$ cat config.mk
export PLATFORM = sky130hd
export DESIGN_NAME = cva6_trace_buffer
export DESIGN_NICKNAME = d
export VERILOG_FILES = /design/src/rtl/cva6_trace_buffer.sv
export SDC_FILE = /design/constraint.sdc
export NUM_CORES = 2
export LEC_CHECK = 0
export BUFFER_PORTS_ARGS = -buffer_cell sky130_fd_sc_hd__buf_2
export CAP_MARGIN = 5
export CORE_ASPECT_RATIO = 0.8
export CORE_UTILIZATION = 45
export DETAILED_ROUTE_END_ITERATION = 8
export HOLD_SLACK_MARGIN = 0.12
export MAX_ROUTING_LAYER = met4
export PLACE_DENSITY = 0.74
export SYNTH_ARGS = -nofsm -noshare
export SYNTH_HDL_FRONTEND = slang
export SYNTH_SLANG_ARGS = --single-unit
$ cat constraint.sdc
create_clock -name clk_i -period 13.7 [get_ports clk_i]
set_input_delay 2.055 -clock clk_i [delete_from_list [all_inputs] [get_ports clk_i]]
set_output_delay 2.055 -clock clk_i [all_outputs]
set_load 0.02 [all_outputs]
$ cat src/rtl/cva6_trace_buffer.sv
// cva6_trace_buffer
// Merges the per-commit-port trace records of the CVA6 core into one
// ready/valid stream toward the FireSim trace bridge. Records are kept in a
// first-word fall-through circular FIFO in ascending commit-port order, so
// retirement order survives downstream backpressure. When a cycle's records
// do not all fit, none of them are stored. They are counted as dropped, and a
// sticky overflow flag is raised, so the trace tool sees a gap instead of
// records that are silently out of order.
module cva6_trace_buffer #(
    parameter  int NR_PORTS = 2,
    parameter  int REC_W    = 128,
    parameter  int DEPTH    = 16,
    parameter  int CNT_W    = 16,
    localparam int PORT_W   = (NR_PORTS > 1) ? $clog2(NR_PORTS) : 1,
    localparam int OCC_W    = $clog2(DEPTH) + 1
) (
    input  logic                      clk_i,
    input  logic                      rst_ni,
    input  logic                      enable_i,
    input  logic [NR_PORTS-1:0]       in_valid_i,
    input  logic [NR_PORTS*REC_W-1:0] in_data_i,
    output logic                      out_valid_o,
    input  logic                      out_ready_i,
    output logic [REC_W-1:0]          out_data_o,
    output logic [PORT_W-1:0]         out_port_o,
    output logic [OCC_W-1:0]          count_o,
    output logic [CNT_W-1:0]          drop_cnt_o,
    output logic                      overflow_o,
    input  logic                      clear_i
);

    localparam int PTR_W = $clog2(DEPTH);
    localparam int SUM_W = CNT_W + OCC_W;

    // Record storage. It has no reset: the head outputs come from storage
    // only and are meaningful only while out_valid_o is high.
    logic [REC_W-1:0]  r_mem_data [DEPTH];
    logic [PORT_W-1:0] r_mem_port [DEPTH];

    logic [PTR_W-1:0] r_rd_ptr;
    logic [PTR_W-1:0] r_wr_ptr;
    logic [OCC_W-1:0] r_count;
    logic [CNT_W-1:0] r_drop_cnt;
    logic             r_overflow;

    logic [OCC_W-1:0] w_k;
    logic [PTR_W-1:0] w_off [NR_PORTS];
    logic             w_deq;
    logic [OCC_W-1:0] w_space;
    logic             w_accept;
    logic             w_drop;
    logic [SUM_W-1:0] w_drop_sum;
    logic [CNT_W-1:0] w_drop_sat;
    logic [OCC_W-1:0] w_count_next;

    // Count this cycle's valid records. Each valid port gets the write slot
    // offset equal to the number of valid ports below it, which packs the
    // records densely in ascending port order.
    always_comb begin
        w_k = '0;
        for (int i = 0; i < NR_PORTS; i++) begin
            w_off[i] = w_k[PTR_W-1:0];
            if (enable_i && in_valid_i[i]) begin
                w_k = w_k + OCC_W'(1);
            end
        end
    end

    // A pop in this cycle frees a slot for this cycle's push. The batch is
    // either stored whole or dropped whole. The drop counter saturates.
    always_comb begin
        w_deq        = (r_count != '0) && out_ready_i;
        w_space      = OCC_W'(DEPTH) - r_count + OCC_W'(w_deq);
        w_accept     = (w_k != '0) && (w_k <= w_space);
        w_drop       = (w_k > w_space);
        w_drop_sum   = SUM_W'(r_drop_cnt) + SUM_W'(w_k);
        w_drop_sat   = (w_drop_sum > SUM_W'({CNT_W{1'b1}})) ? {CNT_W{1'b1}}
                                                            : w_drop_sum[CNT_W-1:0];
        w_count_next = r_count + (w_accept ? w_k : '0) - OCC_W'(w_deq);
    end

    // Pointers, occupancy and drop bookkeeping. A clear takes priority over
    // a drop in the same cycle, and that cycle's drops are not counted.
    always_ff @(posedge clk_i or negedge rst_ni) begin
        if (!rst_ni) begin
            r_rd_ptr   <= '0;
            r_wr_ptr   <= '0;
            r_count    <= '0;
            r_drop_cnt <= '0;
            r_overflow <= 1'b0;
        end else begin
            if (w_deq) begin
                r_rd_ptr <= r_rd_ptr + PTR_W'(1);
            end
            if (w_accept) begin
                r_wr_ptr <= r_wr_ptr + w_k[PTR_W-1:0];
            end
            r_count <= w_count_next;
            if (clear_i) begin
                r_drop_cnt <= '0;
                r_overflow <= 1'b0;
            end else if (w_drop) begin
                r_drop_cnt <= w_drop_sat;
                r_overflow <= 1'b1;
            end
        end
    end

    // Store each accepted record with its source port. The slots are distinct
    // because the offsets are distinct and never reach DEPTH.
    always_ff @(posedge clk_i) begin
        for (int i = 0; i < NR_PORTS; i++) begin
            if (w_accept && in_valid_i[i]) begin
                r_mem_data[r_wr_ptr + w_off[i]] <= in_data_i[REC_W*i +: REC_W];
                r_mem_port[r_wr_ptr + w_off[i]] <= PORT_W'(i);
            end
        end
    end

    assign out_valid_o = (r_count != '0);
    assign out_data_o  = r_mem_data[r_rd_ptr];
    assign out_port_o  = r_mem_port[r_rd_ptr];
    assign count_o     = r_count;
    assign drop_cnt_o  = r_drop_cnt;
    assign overflow_o  = r_overflow;

endmodule

==> results.toml <==
[status]
status = "complete, no violations"

[yosys]
async_reset_ff_frac = 0.0143
ys_seq_area_frac = 0.594
synth_flop_cell = "edfxtp_1"
synth_area_mm2 = 0.105
synth_top_area_frac = 0.584
yosysMostFrequentCell = "edfxtp_1"
yosysUniqueCellTypes = 53
synthTopCellsByCount = "edfxtp_1, mux2_2, mux4_2, clkbuf_1, buf_2"
syn-num-nets = 6048
avgSynthCellArea_um2 = 18.3
yosysTopAreaCell = "edfxtp_1"
syn_inst = 5762
synth_area_leaders = "edfxtp_1, mux2_2, mux4_2, mux2_4, clkbuf_1"
synth_edf_count = 2048
synth_warnings = 0
ys_ff_latch = 2094

[sta]
skew_ns = 0.0701
rsz0062_at_grt = "no"
slew_violations = 0
layout_min_cycle_time_ns = 7.28
max_slew_margin = 0.139
whs_ns = 0.455
setup_violations = 0
hold_viol = 0
tightest_slew_ns = 1.29
max_freq_mhz = 137
period_share = 0.531

[power]
ir_worst_vdd_v = 0.000192
p_leak_nw = 38.0
seq_power_share = 0.389
powerDensity_mw_per_mm2 = 179
switching_share = 0.327
switchingPower_mw = 6.82
p_comb_frac = 0.339
power_frac_clock = 0.272
intPower_mw = 14.0

[global_route]
grt_pass1_vias = 59216
globalRoute.totalOverflow = 0
grt_start_max_net_pins = 140
antenna_found_initial = 78
grt_usage = 0.258
grt_pass1_wl_um = 429000

[placed_design]
dp_hpwl_um = 161000
gp_congestion = 0.809
io_buffers = 414
place_inst = 8753

[clocking]
post_cts.repair.setup_buffers = 0
clk_pin_slew_worst_paths_ns = 0.06
htree_num_levels = 4
cts_tree = "yes"
cts_resized = 0
cts_hold_buf = 0
cts_num_sinks = 2094
clock_path_buffers = 4
cts_root_buf = "clkbuf_16"
numCtsBuffers = 216
clock_latency_ns = 0.90

[critical_path]
max_stage_delay_ns = 0.99
cp-end-kind = "output port"
regToRegSetupSlack_ns = 7.05
path_cells = "buf_4 > buf_4 > mux4_2 > mux4_2 > buf_2"
critPathMaxFanout = 44
crit_path_start_kind = "flip-flop"
crit_type = "reg2out"
crit_slowest_cell = "dfrtp_4"
worst_ep_required_time_ns = 11.64
arrival_ns = 5.22

[floorplan]
die_h_um = 435
die-area_mm2 = 0.236
initial_core_util = 0.454
die_w_um = 543
io_pins = 415
coreArea_mm2 = 0.232
rows = 158

[detailed_routing]
drc = 0
dr.pass1.iters = 5
via_per_inst = 6.26
via_count = 57504
drt.antenna.violating_nets = 0
wl_per_cell_um = 32.4
wirelength_um = 297000
drt_iter0_drc = 6570

[cells_and_area]
instances_no_fill = 9179
nets = 6137
drive_above_1_share = 0.577
area_delta_synth_final_pct = 10.5

[worst_hold_path]
hp-class = "reg2reg"

[flow_run]
max_cap_violations = 0
placed cells by master, fill, tap and decap left out, types with 20 or more instances in the layout:
cell	instances
a211oi_1	23
a21oi_1	36
buf_2	414
buf_4	91
clkbuf_1	61
clkbuf_16	217
clkinv_1	52
clkinv_2	26
dfrtp_1	26
diode_2	39
edfxtp_1	2048
ha_1	20
inv_1	22
mux2_1	38
mux2_2	1915
mux2_4	98
mux2i_1	21
mux4_2	625
nand2_1	29
nor2b_1	25
per-stage QoR:
| step | utilization | TNS, ns | area, um^2 | total power [mW] | worst slack [ns] |
|---|---|---|---|---|---|
| 4_1_cts | 0.501 | 0 | 116000 | 21.0 | 6.22 |
| 3_3_place_gp | 0.472 | 0 | 110000 | 15.3 | 5.86 |
| 3_5_place_dp | 0.472 | 0 | 110000 | 15.4 | 5.94 |
| 5_1_grt | 0.501 | 0 | 116000 | 21.5 | 6.09 |
| 2_1_floorplan | - | -154.98 | 105000 | 13.1 | -0.303 |
| 6_report | 0.501 | 0 | 116000 | 20.8 | 6.42 |
flip-flops by register name, summed over array words and instances (netlist names):
| register | count |
|---|---|
| r_mem_data | 2048 |
| drop_cnt_o | 16 |
| r_mem_port | 16 |
| count_o | 5 |
| r_rd_ptr | 4 |
| r_wr_ptr | 4 |
| overflow_o | 1 |
power groups by stage:
stage / registers, mW / clock network (mW) / logic, mW
5_1_grt: 8.16 / 5.97 / 7.41
2_1_floorplan: 8.22 / 0 / 4.87
6_report: 8.11 / 5.67 / 7.06
4_1_cts: 8.12 / 5.74 / 7.16
3_3_place_gp: 8.22 / 0 / 7.06
3_5_place_dp: 8.25 / 0 / 7.13
final timing paths:
| kind | cells after the start | end | start |
|---|---|---|---|
| setup / recovery | 5 | out_data_o[97] | r_rd_ptr[0] |
| hold / removal | 1 | r_mem_port[11] | r_mem_port[11] |
| setup reg to reg | 19 | r_mem_data[9][66] | count_o[3] |
| hold reg to reg | 1 | r_mem_port[11] | r_mem_port[11] |
| max in group asynchronous | 1 | r_rd_ptr[0] | rst_ni |
| min in group asynchronous | 1 | drop_cnt_o[11] | rst_ni |
per-layer routing:
| layer | track usage | part of all wire | vias to the layer above |
|---|---|---|---|
| met2 | 0.429 | 0.50 | 2508 |
| met1 | 0.331 | 0.40 | 30886 |
| met5 | - | 0 | - |
| met3 | 0.0387 | 0.071 | 472 |
| li1 | - | - | 23638 |
| met4 | 0.0682 | 0.025 | 0 |
critical path, delay by kind of cell (launching register included):
family   cells  cell delay, ns
flops        1            0.99
mux          2            1.23
buf+inv      3            1.90
cell type report:
class | count | area [um^2]
fill | 18896 | 116000
sequential | 2094 | 62600
multi-input combinational | 2997 | 40000
clock buffer | 278 | 5660
tap | 3120 | 3900
timing repair buffer | 520 | 3060
clock inverter | 109 | 923
antenna | 39 | 97.6
inverter | 22 | 82.6
kinds of logic after synthesis:
family          count (synthesis)  share of synthesized area
mux                          2697                      0.359
simple gates                  160                    0.00844
buf+inv                       671                     0.0281
xor+xnor                        9                   0.000749
compound gates                108                    0.00668
flops                        2094                      0.594
fa+ha+maj                      23                    0.00295
(Power assumes the default switching activity.)
